==> src/rtl/arbiter_pkg.sv <==
// Shared types and helpers for the packet-aware weighted round-robin arbiter.
package arbiter_pkg;

   typedef enum logic {
      IDLE   = 1'b0,
      LOCKED = 1'b1
   } arb_state_e;

   // Index width for an N-entry selector; never narrower than one bit.
   function automatic int idx_w(input int n);
      return (n > 1) ? $clog2(n) : 1;
   endfunction

endpackage

==> src/rtl/rr_mask_select.sv <==
// Round-robin first-set search: finds the first request at or above ptr,
// wrapping back to bit 0. The request vector is duplicated so that the
// wrapped search becomes a single lowest-index priority encode.
module rr_mask_select
   import arbiter_pkg::*;
#(
   parameter  int N  = 2,
   localparam int IW = idx_w(N)
) (
   input  logic [N-1:0]  req,
   input  logic [IW-1:0] ptr,
   output logic          found,
   output logic [IW-1:0] idx
);

   logic [2*N-1:0] req2;
   logic [2*N-1:0] masked;

   assign req2 = {req, req};

   // Lower copy keeps only bits at or above ptr; upper copy supplies the wrap.
   for (genvar gi = 0; gi < 2*N; gi++) begin : g_mask
      if (gi >= N) begin : g_upper
         assign masked[gi] = req2[gi];
      end else begin : g_lower
         assign masked[gi] = req2[gi] & (gi >= int'(ptr));
      end
   end

   // Lowest set bit of the masked double-width vector wins.
   always_comb begin
      found = 1'b0;
      idx   = '0;
      for (int i = 2*N-1; i >= 0; i--) begin
         if (masked[i]) begin
            found = 1'b1;
            idx   = IW'(i % N);
         end
      end
   end

endmodule

==> src/rtl/arbiter_wrr_packet.sv <==
// Packet-locked weighted round-robin arbiter with a registered output slot.
// A grantee keeps the output for a whole packet and may send up to
// max(cfg_weight,1) packets per turn before priority rotates.
// Optional idle watchdog on the grantee: define ARB_WATCHDOG_EN.
module arbiter_wrr_packet
   import arbiter_pkg::*;
#(
   parameter int DWIDTH   = 20,
   parameter int N        = 2,
   parameter int WEIGHT_W = 4,
   parameter int TIMEOUT  = 256
) (
   input  logic                   clk,
   input  logic                   rst,
   input  logic                   in_valid   [N-1:0],
   input  logic [DWIDTH-1:0]      in_data    [N-1:0],
   input  logic                   in_last    [N-1:0],
   output logic                   in_ready   [N-1:0],
   input  logic [WEIGHT_W-1:0]    cfg_weight [N-1:0],
   output logic                   out_valid,
   output logic [DWIDTH-1:0]      out_data,
   output logic                   out_last,
   input  logic                   out_ready,
   output logic [idx_w(N)-1:0]    grant_idx,
   output logic                   busy
`ifdef ARB_WATCHDOG_EN
   ,
   output logic                   err_timeout
`endif
);

   localparam int IW = idx_w(N);

   arb_state_e          state_q, state_d;
   logic [IW-1:0]       ptr_q, ptr_d;
   logic [IW-1:0]       grant_q, grant_d;
   logic [WEIGHT_W-1:0] credit_q, credit_d;
   logic                out_valid_q, out_valid_d;
   logic [DWIDTH-1:0]   out_data_q, out_data_d;
   logic                out_last_q, out_last_d;

   logic [N-1:0]        req_vec;
   logic                sel_found;
   logic [IW-1:0]       sel_idx;
   logic [WEIGHT_W-1:0] sel_weight;
   logic                load_en;
   logic                g_valid;
   logic                g_last;
   logic                accept;
   logic [IW-1:0]       next_ptr;
   logic                wd_fire;

   for (genvar gi = 0; gi < N; gi++) begin : g_req
      assign req_vec[gi]  = in_valid[gi];
      // Only the locked grantee sees ready, and only when the slot can load.
      assign in_ready[gi] = (state_q == LOCKED) && (grant_q == IW'(gi)) && load_en;
   end

   rr_mask_select #(.N(N)) u_sel (
      .req   (req_vec),
      .ptr   (ptr_q),
      .found (sel_found),
      .idx   (sel_idx)
   );

   assign load_en    = ~out_valid_q | out_ready;
   assign g_valid    = in_valid[grant_q];
   assign g_last     = in_last[grant_q];
   assign accept     = (state_q == LOCKED) && g_valid && load_en;
   assign next_ptr   = (grant_q == IW'(N-1)) ? '0 : grant_q + 1'b1;
   assign sel_weight = (cfg_weight[sel_idx] == '0) ? WEIGHT_W'(1) : cfg_weight[sel_idx];

`ifdef ARB_WATCHDOG_EN
   localparam int CW = $clog2(TIMEOUT + 1);

   logic [CW-1:0] wd_cnt_q, wd_cnt_d;
   logic          err_q;

   assign wd_fire = (state_q == LOCKED) && !g_valid && (wd_cnt_q == CW'(TIMEOUT - 1));

   // Count locked cycles where the grantee has nothing to offer.
   always_comb begin
      wd_cnt_d = wd_cnt_q;
      if (state_q != LOCKED || accept || wd_fire) begin
         wd_cnt_d = '0;
      end else if (!g_valid) begin
         wd_cnt_d = wd_cnt_q + 1'b1;
      end
   end

   // Watchdog counter and one-cycle error pulse.
   always_ff @(posedge clk or negedge rst) begin
      if (!rst) begin
         wd_cnt_q <= '0;
         err_q    <= 1'b0;
      end else begin
         wd_cnt_q <= wd_cnt_d;
         err_q    <= wd_fire;
      end
   end

   assign err_timeout = err_q;
`else
   assign wd_fire = 1'b0;
`endif

   // Arbitration FSM: IDLE picks or keeps a grantee, LOCKED holds it to packet end.
   always_comb begin
      state_d  = state_q;
      ptr_d    = ptr_q;
      grant_d  = grant_q;
      credit_d = credit_q;
      case (state_q)
         IDLE: begin
            if ((credit_q != '0) && g_valid) begin
               state_d = LOCKED;
            end else if (sel_found) begin
               grant_d  = sel_idx;
               credit_d = sel_weight;
               state_d  = LOCKED;
            end
         end
         LOCKED: begin
            if (accept && g_last) begin
               credit_d = credit_q - 1'b1;
               state_d  = IDLE;
               if (credit_q == WEIGHT_W'(1)) begin
                  ptr_d = next_ptr;
               end
            end else if (wd_fire) begin
               credit_d = '0;
               ptr_d    = next_ptr;
               state_d  = IDLE;
            end
         end
         default: state_d = IDLE;
      endcase
   end

   // Output slot: load on accepted beat, drain on downstream ready.
   always_comb begin
      out_valid_d = out_valid_q;
      out_data_d  = out_data_q;
      out_last_d  = out_last_q;
      if (accept) begin
         out_valid_d = 1'b1;
         out_data_d  = in_data[grant_q];
         out_last_d  = g_last;
      end else if (out_ready) begin
         out_valid_d = 1'b0;
      end
   end

   // State, pointer, credit and output slot registers.
   always_ff @(posedge clk or negedge rst) begin
      if (!rst) begin
         state_q     <= IDLE;
         ptr_q       <= '0;
         grant_q     <= '0;
         credit_q    <= '0;
         out_valid_q <= 1'b0;
         out_data_q  <= '0;
         out_last_q  <= 1'b0;
      end else begin
         state_q     <= state_d;
         ptr_q       <= ptr_d;
         grant_q     <= grant_d;
         credit_q    <= credit_d;
         out_valid_q <= out_valid_d;
         out_data_q  <= out_data_d;
         out_last_q  <= out_last_d;
      end
   end

   assign out_valid = out_valid_q;
   assign out_data  = out_data_q;
   assign out_last  = out_last_q;
   assign grant_idx = grant_q;
   assign busy      = (state_q == LOCKED);

endmodule

==> config.mk <==
export PLATFORM = sky130hd
export DESIGN_NAME = arbiter_wrr_packet
export DESIGN_NICKNAME = d
export VERILOG_FILES = /design/src/rtl/arbiter_pkg.sv /design/src/rtl/rr_mask_select.sv /design/src/rtl/arbiter_wrr_packet.sv
export SDC_FILE = /design/constraint.sdc
export NUM_CORES = 1
export LEC_CHECK = 0
export BUFFER_PORTS_ARGS = -buffer_cell sky130_fd_sc_hd__buf_2
export CAP_MARGIN = 25
export CORE_ASPECT_RATIO = 1.5
export CORE_MARGIN = 2
export CORE_UTILIZATION = 44
export DETAILED_ROUTE_END_ITERATION = 6
export GPL_ROUTABILITY_DRIVEN = 1
export PLACE_DENSITY = 0.79
export SETUP_SLACK_MARGIN = 0.3
export SYNTH_ARGS = -nofsm -noshare
export SYNTH_HDL_FRONTEND = slang
export SYNTH_SLANG_ARGS = --single-unit
==> constraint.sdc <==
create_clock -name clk -period 2.02 [get_ports clk]
set_clock_uncertainty 0.1 [all_clocks]
set_input_delay 0.404 -clock clk [delete_from_list [all_inputs] [get_ports clk]]
set_output_delay 0.404 -clock clk [all_outputs]
set_load 0.05 [all_outputs]
Word-level counts from Yosys, hierarchy flattened --
Index checks and enable logic that the tools add are counted.
Storage, ports and cells: flip-flop bits (word level) 29, bits of input ports 55, output and inout bits 26
Cells by class: add/subtract/negate cells 2, order comparisons 3, equality and inequality tests 4, muxes and demuxes 25, bitwise gates (word level) 6, reduce and logical (&&, ||, !) cells 14
Operators with widths (number):
- 20-bit 2-to-1 mux | 2
- 4-bit 2-to-1 mux | 6
- 1-bit 2-to-1 mux | 15
- 3-bit AND reduction | 3
- 1-bit logical AND | 8
- 4-bit one-hot mux with 2 select lines | 1
- 4-bit by 1-bit == test with 1-bit output (second input constant) | 1
- 4-bit zero test | 1
- 1-bit by 2-bit less-than comparator with 1-bit output (second input constant) | 2
- 2-bit inequality test (second input constant) | 2
- 1-bit NOT | 4
- 4-bit nonzero test | 1
- 4-bit by 1-bit subtractor with 4-bit output (second input constant) | 1
- 2-bit by 1-bit inequality test with 1-bit output (second input constant) | 1
- 1-bit one-hot mux with 2 select lines | 1
- 2-bit nonzero test | 1
- 1-bit adder (second input constant) | 1
- 1-bit AND | 1
- 1-bit >= comparator (first input constant) | 1
- 1-bit bitwise OR | 1

Logic depth before layout (Yosys ltp) --
depth after elaboration 10, gate-level depth with buffers 6, gate-level depth less buffers 6

By module --
A second synthesis with hierarchy kept.
Unflattened totals: cells, all modules 148, area, all modules 1519.0 µm²
Modules (own cells, without submodules):
- arbiter_wrr_packet | times used 1, cells each 145, area each 1501.4 µm²
- rr_mask_select | times used 1, cells each 3, area each 17.5 µm²

Worst setup path before layout --
OpenSTA, ideal clock, no wires.
kind register -> output, from register grant_q, in the netlist grant_idx, to output in_ready[1] (netlist name), arrival time 1.741 ns, required time 1.516 ns, slack -0.225 ns, cell stages (with the launch flop) 4, buffers on the path 2, path through dfrtp_1 -> buf_6 -> clkbuf_1 -> and3_1
RTL lines:
- from (decl) | RTL line arbiter_wrr_packet.sv:36 | logic [IW-1:0] grant_q, grant_d;
- from (signal assigned) | RTL line arbiter_wrr_packet.sv:167 | grant_q <= grant_d;
- to (decl) | RTL line arbiter_wrr_packet.sv:18 | output logic in_ready [N-1:0],

Worst setup path after layout --
from register grant_q, in the netlist grant_idx, to register credit_q[2]
Between the ends: word-level cells in the longest chain between the ends 7, elaborated cells between the ends (all ways) 11, classes of those cells eq/ne (2); mux (4); reduce/logical (5)
Ends and longest elaborated chain:
- 1-bit 2-to-1 mux (implied by the code) (2 in a row) | RTL line arbiter_wrr_packet.sv:67 | assign g_valid = in_valid[grant_q];
- 1-bit logical AND (2 in a row) | RTL line arbiter_wrr_packet.sv:69 | assign accept = (state_q == LOCKED) && g_valid && load_en;
- 1-bit logical AND | RTL line arbiter_wrr_packet.sv:124 | if (accept && g_last) begin
- 2-bit by 1-bit inequality test with 1-bit output (no source line)
- 3-bit AND reduction (no source line) *
- to (signal assigned) | RTL line arbiter_wrr_packet.sv:168 | credit_q <= credit_d;
- to (decl) | RTL line arbiter_wrr_packet.sv:37 | logic [WEIGHT_W-1:0] credit_q, credit_d;
Mark *: on every way between the ends. The rest lies on a longest branch, timed or not. The select of a mux whose other input is x is not followed. A chain may end at the register's enable or synchronous reset.

==> summary.md <==
| Metric | Value |
|---|---|
| Status | `finished, final reports clean` |
| N_diodes | `0` |
| Final worst path period share | `96.66%` |
| Post-synth cell types | `26` |
| DR pass1 iterations | `4` |
| Net Count, Synth | `210` |
| Clock latency on the worst-skew pair | `0.28 ns` |
| Drt drc | `0` |
| # Max-Cap Violations | `0` |
| Least-Margin Pin Slew | `0.6428 ns` |
| H-tree Lvls | `2` |
| Hold crit path type | `in2async` |
| Final Hold Viols | `0` |
| CTS Buf Count | `5` |
| Core Rows | `26` |
| Post-synth EDFFs | `0` |
| Syn avg cell area | `9.985 sq um` |
| Routed length per instance | `14.71 microns` |
| Hold buffers post-CTS | `0` |
| Worst Path Required | `2.10 ns` |
| IO Count | `81` |
| Grt ovf | `0` |
| Placed Instances | `270` |
| Worst reg2reg startpoint | `grant_idx$_DFFE_PN0P_` |
| Die Y | `76.17 microns` |
| Final core utilization | `70.13%` |
| Ys async rst share | `100.0%` |
| Comb power frac | `62.7%` |
| Share of cells above drive strength 1 | `50.59%` |
| Cell accounting for the most synthesized area | `dfrtp_1` |
| PD cells | `1720 mW/mm^2` |
| Critical path cell sequence | `mux2i_2 -> a2111oi_4 -> buf_4 -> and4_1 -> nor4_2` |
| GP Congestion | `0.8118` |
| DP HPWL | `2804 microns` |
| Fin crit period | `1.952 ns` |
| Mux share of post-synthesis cell area | `16.46%` |
| Post-synthesis adder-cell area fraction | `1.638%` |
| Largest net degree at the start of global routing | `30` |
| Synth area leaders | `dfrtp_1 48%, mux2i_1 16%, o21ai_0 7.5%` |
| Sequential Power Share | `26.1%` |
| Crit path launch type | `flip-flop` |
| First-pass GRT wire length | `6361 microns` |
| Root buffer cell | `clkbuf_8` |
| Rel. slew slack | `57.14%` |
| Slowest stage delay, CP | `0.50 ns` |
| Initial core utilization | `45.59%` |
| Switch Pwr | `0.002044 W` |
| Vias per inst | `5.189` |
| Clock network fraction of total power | `11.2%` |
| Synth-to-layout area growth | `53.81%` |
| Total wire length | `4368 microns` |
| Mapped Area | `0.001528 sq mm` |
| Count of antenna-violating nets left after detailed routing | `0` |
| First DRT Iteration DRCs | `14` |
| Final instance area | `0.002350 sq mm` |
| Post-synth top area share | `47.50%` |
| Area after DPL | `0.002007 sq mm` |
| Vias | `1541` |
| Initial antenna violation count | `0` |
| Total GRT Usage | `21.35%` |
| Yosys warns | `0` |
| CP Class | `reg2reg` |
| Slowest-stage cell, CP | `dfrtp_2` |
| Sequential fraction of the synthesis area | `47.50%` |
| #FFs+latches synth | `29` |
| Post-synthesis compound-gate area fraction | `14.74%` |
| XOR/XNOR Fraction of Synth Area | `0%` |
| RSZ-0062 raised after global routing | `yes` |
| VDD IR-drop max | `1.037 mV` |
| Largest family of logic cells by synthesized area | `multiplexers` |
| Final net count | `311` |
| Die W | `52.11 microns` |
| Port Buffers | `80` |
| CTS tree | `built` |
| Synth top cells by count | `29 x dfrtp_1, 25 x nand2_1, 24 x mux2i_1` |
| Crit path from | `grant_idx$_DFFE_PN0P_` |
| Fmax | `512.2 MHz` |
| # clock sinks | `29` |
| Mapped Cells | `153` |
| Switching share of power | `50.57%` |
| # setup viols final | `0` |
| Total negative slack | `0 ns` |
| CP Max Fanout | `7` |
| Arrival time worst endpoint | `2.03 ns` |
| Filler Cell Count | `267` |
| Crit path capture type | `flip-flop` |
| Count leader, synth | `dfrtp_1` |
| Clock-pin slew on the worst setup and hold paths | `0.06 ns` |
| Post-synthesis simple-gate area fraction | `15.97%` |
| Layout Cells excl Fill | `297` |
| Die Area | `0.003969 sq mm` |
| Core Area | `0.003351 sq mm` |
| Pins Over Slew Limit | `0` |
| Post-synth top flop | `dfrtp_1` |
| Vias in the first global route | `1453` |
| Leakage Power | `1.193 nW` |
| Int Pwr | `0.001997 W` |
| Bufs on Longest Clock Path | `2` |
==> power by group through the flow <==
| stage | Sequential [W] | Clock (W) | Combinational [W] |
|---|---|---|---|
| floorplan | 0.00180 | 0 | 0.000874 |
| finish | 0.00105 | 0.000453 | 0.00253 |
| global placement | 0.00105 | 0 | 0.00206 |
| detailed placement | 0.00105 | 0 | 0.00209 |
| CTS | 0.00105 | 0.000470 | 0.00224 |
| global route | 0.00109 | 0.000492 | 0.00269 |
==> cell type report <==
cell class	count	area, sq um	share of cell area [%]
Clock inverter	2	10.01	0.4260
Inverter	5	18.77	0.7987
Clock buffer	6	72.57	3.088
Sequential cell	29	728.2	30.99
Tap cell	42	52.55	2.236
Timing Repair Buffer	102	626.9	26.68
Multi-Input combinational cell	111	840.8	35.78
==> repair_timing <==
item | 4_1_cts | 5_1_grt
cloned | 0 | 1
buffers inserted | 7 | 11
gates resized for setup | 11 | 12
pin swaps | 5 | 5
endpoints found under the setup margin | 9 | 10
==> layer usage <==
metal,GRT usage (%),routed length (microns),vias up
met5,0,0,-
met4,9.474,131,0
met1,22.76,1653,714
met3,4.902,260,11
li1,-,-,746
met2,38.10,2323,70
==> worst max-delay path: cells and delay by family (launching register included) <==
family	cells	cell delay [ns]
multiplexers	1	0.46
AO/OA/AOI/OAI	1	0.10
buffers and inverters	1	0.18
flip-flops	1	0.50
AND/OR/NAND/NOR	2	0.50
==> sequential cells by signal (all words and copies together) (netlist names) <==
register   flops
busy           1
credit_q       4
grant_idx      1
out_data      20
out_last       1
out_valid      1
ptr_q          1
==> cell usage in the layout, fill, tap and decap left out, types with 3 or more instances in the layout <==
cell type  netlist  routed
nor3_1           8       6
and3_1           4       3
o21ai_0         23      22
buf_4            0      19
nand2_1         25      25
buf_6            1       3
inv_1            5       3
clkbuf_8         0       5
dfrtp_1         29      27
mux2i_1         24      23
buf_2            0      77
==> worst paths after layout <==
kind / depth (start not counted) / end / slack (ns)
max in group asynchronous: 1 / busy$_DFF_PN0_ / 1.31
min: 1 / credit_q[2]$_DFFE_PN0P_ / 0.04
min in group clk: 3 / out_data[1]$_DFFE_PN0P_ / 0.31
max: 5 / credit_q[2]$_DFFE_PN0P_ / 0.07
min reg2reg: 2 / out_data[9]$_DFFE_PN0P_ / 0.37
max reg2reg: 5 / credit_q[2]$_DFFE_PN0P_ / 0.07
==> metrics by stage <==
step                      power (W)  hold slack, ns  worst slack [ns]
after floorplan            0.002678        0.008409            0.2034
after global placement     0.003113          0.3565            0.1595
final                      0.004041         0.04443           0.06750
after CTS                  0.003760         0.06526            0.1357
after global routing       0.004269          0.1007          0.003225
after detailed placement   0.003148          0.3653           0.06725
==> cell families after synthesis <==
logic type / after synthesis
compound gates: 35
mux: 25
fa+ha+maj: 2
buf+inv: 13
simple gates: 49
flops: 29
No activity file was read; power rests on OpenSTA's default activity.
